[config.mk]
export PLATFORM = sky130hd
export DESIGN_NAME = mux_striping_nlane
export DESIGN_NICKNAME = d
export VERILOG_FILES = /design/src/rtl/mux_striping_nlane_pkg.sv /design/src/rtl/mux_striping_nlane_phase_ctrl.sv /design/src/rtl/mux_striping_nlane.sv
export SDC_FILE = /design/constraint.sdc
export NUM_CORES = 1
export LEC_CHECK = 0
export CORE_MARGIN = 1.5
export CORE_UTILIZATION = 30
export CTS_BUF_LIST = sky130_fd_sc_hd__clkbuf_8
export DETAILED_ROUTE_END_ITERATION = 10
export PLACE_DENSITY_LB_ADDON = 0.2
export SLEW_MARGIN = 40
export SYNTH_ARGS = -nofsm -noshare
export SYNTH_HDL_FRONTEND = slang
export SYNTH_SLANG_ARGS = --single-unit
[constraint.sdc]
create_clock -name clk_4f -period 4.8 [get_ports clk_4f]
set_input_delay 0.48 -clock clk_4f [delete_from_list [all_inputs] [get_ports clk_4f]]
set_output_delay 0.48 -clock clk_4f [all_outputs]
set_load 0.02 [all_outputs]
[src/rtl/mux_striping_nlane_pkg.sv]
// -----------------------------------------------------------------------------
// mux_striping_nlane_pkg
//   Shared definitions for the N-lane un-striper.
//   - Width codes: a code c selects n = 2**c active lanes (x1, x2, x4, x8).
//   - FSM state encoding for the phase controller.
// -----------------------------------------------------------------------------
package mux_striping_nlane_pkg;

  // Link width codes carried on active_lanes.
  localparam int WC_X1 = 0;
  localparam int WC_X2 = 1;
  localparam int WC_X4 = 2;
  localparam int WC_X8 = 3;

  // IDLE waits for a lane-0 valid word to open a frame.
  // RUN walks the captured bank one slot per clock.
  typedef enum logic {
    ST_IDLE = 1'b0,
    ST_RUN  = 1'b1
  } fsm_state_e;

endpackage

[src/rtl/mux_striping_nlane_phase_ctrl.sv]
// -----------------------------------------------------------------------------
// mux_striping_nlane_phase_ctrl
//   Frame sequencer for the un-striper: FSM, phase counter, link-width latch
//   and the sticky configuration error.
//
//   Ports
//     clk_4f, reset_L  clock, synchronous active-low reset
//     active_lanes     width code (n = 2**code)
//     lane_valid       per-lane valid, used to open/close frames
//     capture_o        this edge loads a new lane bank
//     act_mask_o       active-lane mask that applies to the bank loaded now
//     phase_o          slot index p of the word emitted on this edge
//     state_o          FSM state (IDLE/RUN)
//     cfg_error_o      sticky: a width code asked for more lanes than exist
// -----------------------------------------------------------------------------
module mux_striping_nlane_phase_ctrl
  import mux_striping_nlane_pkg::*;
#(
  parameter  int LANES = 4,
  localparam int CW    = $clog2(LANES) + 1,
  localparam int PW    = (LANES > 1) ? $clog2(LANES) : 1
) (
  input  logic             clk_4f,
  input  logic             reset_L,
  input  logic [CW-1:0]    active_lanes,
  input  logic [LANES-1:0] lane_valid,
  output logic             capture_o,
  output logic [LANES-1:0] act_mask_o,
  output logic [PW-1:0]    phase_o,
  output fsm_state_e       state_o,
  output logic             cfg_error_o
);

  localparam logic [CW-1:0] LG_MAX = CW'($clog2(LANES));

  fsm_state_e    state_q, state_d;
  logic [PW-1:0] p_q, p_d;
  logic [CW-1:0] lg_q, lg_d;      // log2 of the latched lane count
  logic [CW-1:0] lg_new;          // log2 of the lane count offered this edge
  logic          cfg_error_q, cfg_error_d;
  logic          illegal;
  logic          last_slot;
  logic          any_act;

  always_comb begin
    state_d     = state_q;
    p_d         = p_q;
    lg_d        = lg_q;
    cfg_error_d = cfg_error_q;
    capture_o   = 1'b0;

    // An oversize width request falls back to every physical lane.
    illegal = (active_lanes > LG_MAX);
    lg_new  = illegal ? LG_MAX : active_lanes;
    for (int k = 0; k < LANES; k++) begin
      act_mask_o[k] = (32'(k) < (32'd1 << lg_new));
    end
    any_act   = |(lane_valid & act_mask_o);
    last_slot = (32'(p_q) == ((32'd1 << lg_q) - 32'd1));

    case (state_q)
      ST_IDLE: begin
        // Width is tracked on every idle edge so a frame opens at the
        // width presented alongside its first bank.
        lg_d        = lg_new;
        cfg_error_d = cfg_error_q | illegal;
        if (lane_valid[0]) begin
          capture_o = 1'b1;
          p_d       = '0;
          state_d   = ST_RUN;
        end
      end
      ST_RUN: begin
        if (last_slot) begin
          // Last slot of the frame: reload the bank on the same edge so
          // consecutive frames run without a gap. A bank with no active
          // valid lane ends the stream; its last word still goes out now.
          capture_o   = 1'b1;
          lg_d        = lg_new;
          cfg_error_d = cfg_error_q | illegal;
          p_d         = '0;
          if (!any_act) begin
            state_d = ST_IDLE;
          end
        end else begin
          p_d = p_q + PW'(1);
        end
      end
      default: state_d = ST_IDLE;
    endcase
  end

  always_ff @(posedge clk_4f) begin
    if (!reset_L) begin
      state_q     <= ST_IDLE;
      p_q         <= '0;
      lg_q        <= '0;
      cfg_error_q <= 1'b0;
    end else begin
      state_q     <= state_d;
      p_q         <= p_d;
      lg_q        <= lg_d;
      cfg_error_q <= cfg_error_d;
    end
  end

  assign phase_o     = p_q;
  assign state_o     = state_q;
  assign cfg_error_o = cfg_error_q;

endmodule

[src/rtl/mux_striping_nlane.sv]
// -----------------------------------------------------------------------------
// mux_striping_nlane
//   Lane un-striper: merges up to LANES parallel WIDTH-bit lanes into one
//   word stream on clk_4f, with a runtime link width of 2**active_lanes.
//
//   Valid semantics (no backpressure): a lane word is taken only on a
//   capture edge and only if its lane_valid bit is set; data_output is
//   meaningful only while valid_out is high. The source holds lanes stable
//   up to each capture edge; downstream must accept every valid word.
//
//   Ports
//     clk_4f        output word-rate clock
//     reset_L       synchronous active-low reset
//     active_lanes  width code (0=x1, 1=x2, 2=x4, ...)
//     lane_data     packed lanes, lane k = [k*WIDTH +: WIDTH]
//     lane_valid    per-lane valid
//     data_output   merged word (registered)
//     valid_out     data_output qualifier (registered)
//     frame_start   high while the lane-0 word of a frame is on data_output
//     lane_error    sticky: active lanes disagreed on valid at a capture
//     cfg_error     sticky: width code asked for more lanes than LANES
// -----------------------------------------------------------------------------
module mux_striping_nlane
  import mux_striping_nlane_pkg::*;
#(
  parameter  int LANES = 4,
  parameter  int WIDTH = 32,
  localparam int CW    = $clog2(LANES) + 1
) (
  input  logic                   clk_4f,
  input  logic                   reset_L,
  input  logic [CW-1:0]          active_lanes,
  input  logic [LANES*WIDTH-1:0] lane_data,
  input  logic [LANES-1:0]       lane_valid,
  output logic [WIDTH-1:0]       data_output,
  output logic                   valid_out,
  output logic                   frame_start,
  output logic                   lane_error,
  output logic                   cfg_error
);

  localparam int PW = (LANES > 1) ? $clog2(LANES) : 1;

  logic             capture;
  logic [LANES-1:0] act_mask;
  logic [PW-1:0]    phase;
  fsm_state_e       state;

  logic [WIDTH-1:0] bank_q [LANES];
  logic [LANES-1:0] bank_v_q;
  logic [WIDTH-1:0] data_q;
  logic             valid_q;
  logic             frame_start_q;
  logic             lane_error_q;
  logic             lane_hole;

  mux_striping_nlane_phase_ctrl #(
    .LANES (LANES)
  ) u_phase_ctrl (
    .clk_4f       (clk_4f),
    .reset_L      (reset_L),
    .active_lanes (active_lanes),
    .lane_valid   (lane_valid),
    .capture_o    (capture),
    .act_mask_o   (act_mask),
    .phase_o      (phase),
    .state_o      (state),
    .cfg_error_o  (cfg_error)
  );

  // A hole is a capture where some, but not all, active lanes are valid.
  assign lane_hole = capture
                   && (|(lane_valid & act_mask))
                   && ((lane_valid & act_mask) != act_mask);

  // Inactive lanes are stored with valid forced low; they are never
  // addressed by the phase counter anyway.
  always_ff @(posedge clk_4f) begin
    if (!reset_L) begin
      for (int k = 0; k < LANES; k++) begin
        bank_q[k] <= '0;
      end
      bank_v_q <= '0;
    end else if (capture) begin
      for (int k = 0; k < LANES; k++) begin
        bank_q[k] <= lane_data[k*WIDTH +: WIDTH];
      end
      bank_v_q <= lane_valid & act_mask;
    end
  end

  always_ff @(posedge clk_4f) begin
    if (!reset_L) begin
      data_q        <= '0;
      valid_q       <= 1'b0;
      frame_start_q <= 1'b0;
      lane_error_q  <= 1'b0;
    end else begin
      if (state == ST_RUN) begin
        data_q        <= bank_q[phase];
        valid_q       <= bank_v_q[phase];
        frame_start_q <= (phase == '0);
      end else begin
        valid_q       <= 1'b0;
        frame_start_q <= 1'b0;
      end
      if (lane_hole) begin
        lane_error_q <= 1'b1;
      end
    end
  end

  assign data_output = data_q;
  assign valid_out   = valid_q;
  assign frame_start = frame_start_q;
  assign lane_error  = lane_error_q;

endmodule

==> results.txt <==
The number of antenna diodes in the final layout is 0. From synthesis to final layout, the design area changed by 30.3%. Setup repair after global routing left no endpoint under its margin. Detailed routing inserted a total of 4655 vias.

The number of search-and-repair iterations in the first detailed-routing pass is 4. In this run the critical register-to-register path is launched from u_phase_ctrl.phase_o[0]. The largest net degree at the start of global routing is 133.

The transition time of the tightest slew-check pin came out at 0.765 ns. The number of hold violations in the final report came to 0. The kind of critical path is reg2reg. The routed length per instance is 17.8 um. The worst setup skew after layout came out at 0.0153 ns. After clock tree synthesis, the clock-pin slew on the worst setup and hold paths is 0.09 ns. The required time at the worst-slack endpoint came out at 4.90 ns. The number of buffers and inverters on the critical path came out at 1. The first global-routing pass estimated 27.9 mm of wire. In this run the count of I/O pins placed on the die edge is 173. The number of cell instances on the worst register-to-register path is 5.

The number of nets in the synthesized netlist came out at 653. The initial antenna violation count is 0. The detailed-route vias per instance came out at 4.63. The global placement routability congestion came out at 0.743. Leaving out filler cells and counting taps, the final layout contains 1006. The initial DRC count came out at 213. The worst register-to-register path has a setup slack of 2.03 ns. Based on the critical path, the design can be clocked at up to 0.361 GHz. The die covers 0.0269 mm^2. The final setup TNS came out at 0 ns. The later-pin clock latency in the skew report came out at 0.45 ns. The number of buffers created by CTS is 17. The critical path capture point is bank_q[1][9]. The cell count after placement is 974. Walking the worst path, the cells encountered are nand3_1, o31a_1, o31a_4, nand2_4, buf_12. The type of the worst min-delay path is reg2reg.

Counting flops with an async set or reset pin after synthesis yields a share of 0%. The endpoint identified for the worst register-to-register timing path is bank_q[1][9]. The max-capacitance violation count came out at 0. Leaving out fill and tap cells, the most frequent cell in the layout is sky130_fd_sc_hd__clkdlybuf4s50_1. The number of gates on the worst path with buffers counted came out at 5. In this run the tool buffered the top-level ports with 172 buffer cells.

The remaining routing DRC violations came out at 0. The worst slew margin relative to its limit came out at 49.0%. The final period demand of the worst path came out at 2.77 ns. For this configuration, the core starts out at a cell density of 30.7%. The placed wire-length estimate came out at 11.5 mm. The count of H-tree levels built during CTS is 4. Summing the sequential cell areas from Yosys gives 61.3% of the chip area.

The die outline width came out at 164 um. The number of setup violations in the final report came out at 0. The clock tree from TritonCTS is done. The worst hold margin came out at 0.472 ns. The synthesized area came out at 0.00777 mm^2. The net total in the final layout is 802. Counting flops and latches in the post-synthesis netlist gives 174. The row count came out at 58.

CTS placed an instance of sky130_fd_sc_hd__clkbuf_8 at the clock tree root. The number of global-route vias before repair came out at 5017. The biggest fanout along the worst timing path is 84. In the synthesized netlist the dominant register cell turns out to be sky130_fd_sc_hd__edfxtp_1. STA classifies the critical path startpoint as a flip-flop. The standard cell core area is 0.0253 mm^2. The number of distinct library cells after synthesis came out at 31. Counting every sink on the clock net gives 174. The slowest stage of the critical path is the sky130_fd_sc_hd__dfxtp_2 cell. The worst stage delay on the critical path came out at 0.71 ns. The worst ir drop on vdd came out at 0.140 mV. Power spread over the standard cell area amounts to 322 mW/mm^2.

The number of pins exceeding their max-slew limit in the final report came out at 0. The cts-stage hold buffer count is 0. The type of element capturing the critical path is a flip-flop. The flow ran to the end, and the final reports show no timing, DRC or antenna violations.

The gate count of the mapped netlist came out at 514. The arrival time at the worst endpoint is 2.87 ns. The detail route stage leaves a number of antenna-violating nets equal to 0. The number of setup buffers added after CTS is 0. The share of the clock period used by the worst path came out at 57.6%.

The global route total overflow came out at 0. The share of post-route cells with drive strength above 1 came out at 11.5%. In the layout the commonest cells are 171 x sky130_fd_sc_hd__clkdlybuf4s50_1, 128 x sky130_fd_sc_hd__and3b_1, 128 x sky130_fd_sc_hd__edfxtp_1.

The all-layer global routing usage came out at 14.0%. Gates resized during post-CTS repair numbered 0. On the critical path the largest part of the delay comes from flip-flops. The wire length reported by the detailed router is 17.9 mm. Counting flops with a built-in enable in the synthesized netlist gives 128. The synthesis warning total is 0. The floorplan step set the die height to 164 um. The static power due to leakage is 4.10 nW. The maximum buffer depth of the clock tree came out at 2. Tracing the worst setup path back leads to its startpoint at u_phase_ctrl.phase_o[0]. The mean area per synthesized cell is 15.1 um^2.
power breakdown:
group	internal [mW]	total, mW	leakage (nW)	switching (mW)
clock network	0.408	0.947	0.183	0.539
logic	0.282	0.494	2.14	0.213
registers	1.77	1.82	1.78	0.0470
total	2.46	3.26	4.10	0.799
logic make-up (layout without fill, tap and decap cells):
| kind of cell | count (synthesis) | in the layout | synth area share (%) |
|---|---|---|---|
| flops | 174 | 174 | 61.3 |
| mux | 70 | 70 | 14.3 |
| compound gates | 20 | 20 | 1.87 |
| fa+ha+maj | 2 | 2 | 0.322 |
| buf+inv | 53 | 215 | 3.04 |
| simple gates | 195 | 195 | 19.1 |
final cells by class:
| type | instances | area (um^2) |
|---|---|---|
| multi-input cells | 287 | 2770 |
| inverters | 5 | 18.8 |
| clock buffers | 17 | 234 |
| flip-flops and latches | 174 | 4770 |
| repair buffers | 178 | 1790 |
| clock inverters | 15 | 125 |
| well taps | 330 | 413 |
| fillers | 2284 | 15200 |
worst min path at each step:
stage	start	end	slack (ns)	depth (start not counted)
after floorplan	bank_v_q[2]	bank_v_q[2]	0.43	2
after global routing	bank_v_q[3]	bank_v_q[3]	0.50	2
after global placement	bank_v_q[1]	bank_v_q[1]	0.45	2
after detailed placement	u_phase_ctrl.cfg_error_o	u_phase_ctrl.cfg_error_o	0.46	2
after CTS	bank_v_q[3]	bank_v_q[3]	0.48	2
final	bank_v_q[3]	bank_v_q[3]	0.47	2
registers in the layout (all words and copies together), names as in the netlist:
| name | flops |
|---|---|
| bank_q | 128 |
| bank_v_q | 4 |
| data_output | 32 |
| frame_start | 1 |
| lane_error | 1 |
| u_phase_ctrl.cfg_error_o | 1 |
| u_phase_ctrl.lg_q | 3 |
| u_phase_ctrl.phase_o | 2 |
| u_phase_ctrl.state_o | 1 |
| valid_out | 1 |
metal layers:
metal | GRT usage (%) | wire length, um | vias up
li1 | - | - | 2247
met1 | 18.3 | 8290 | 2263
met5 | 0 | 0 | -
met4 | 5.04 | 285 | 0
met2 | 22.6 | 8480 | 128
met3 | 3.16 | 838 | 17
worst min-delay path, stage by stage (launching register included):
cell                      delay (ns)
sky130_fd_sc_hd__dfxtp_1        0.32
sky130_fd_sc_hd__nand2_1        0.05
sky130_fd_sc_hd__mux2i_1        0.05
through the flow:
| step | setup WS, ns | power [mW] | cell area, um^2 | util, % |
|---|---|---|---|---|
| floorplan | 0.0334 | 2.13 | 7770 | - |
| global placement | 2.06 | 2.34 | 9750 | 38.5 |
| detailed placement | 1.96 | 2.36 | 9750 | 38.5 |
| CTS | 1.96 | 3.32 | 10100 | 39.9 |
| global route | 1.79 | 3.42 | 10100 | 40.0 |
| finish | 2.03 | 3.26 | 10100 | 40.0 |
synth_stat cells, types with 2 or more instances:
library cell	instances	area, um^2
sky130_fd_sc_hd__clkbuf_2	6	30.0
sky130_fd_sc_hd__buf_1	3	11.3
sky130_fd_sc_hd__ha_1	2	25.0
sky130_fd_sc_hd__inv_1	5	18.8
sky130_fd_sc_hd__buf_2	3	15.0
sky130_fd_sc_hd__mux4_2	33	743
sky130_fd_sc_hd__dfxtp_1	46	921
sky130_fd_sc_hd__and3b_1	128	1120
sky130_fd_sc_hd__nand3_1	6	30.0
sky130_fd_sc_hd__nand2_1	14	52.6
sky130_fd_sc_hd__buf_6	3	33.8
sky130_fd_sc_hd__nor2b_1	34	213
sky130_fd_sc_hd__mux2i_1	37	370
sky130_fd_sc_hd__o21ai_0	9	45.0
sky130_fd_sc_hd__and3_1	4	25.0
sky130_fd_sc_hd__a31oi_1	2	12.5
sky130_fd_sc_hd__edfxtp_1	128	3840
sky130_fd_sc_hd__nor2_1	7	26.3
sky130_fd_sc_hd__clkbuf_1	32	120
Power figures use the tool's default switching activity.
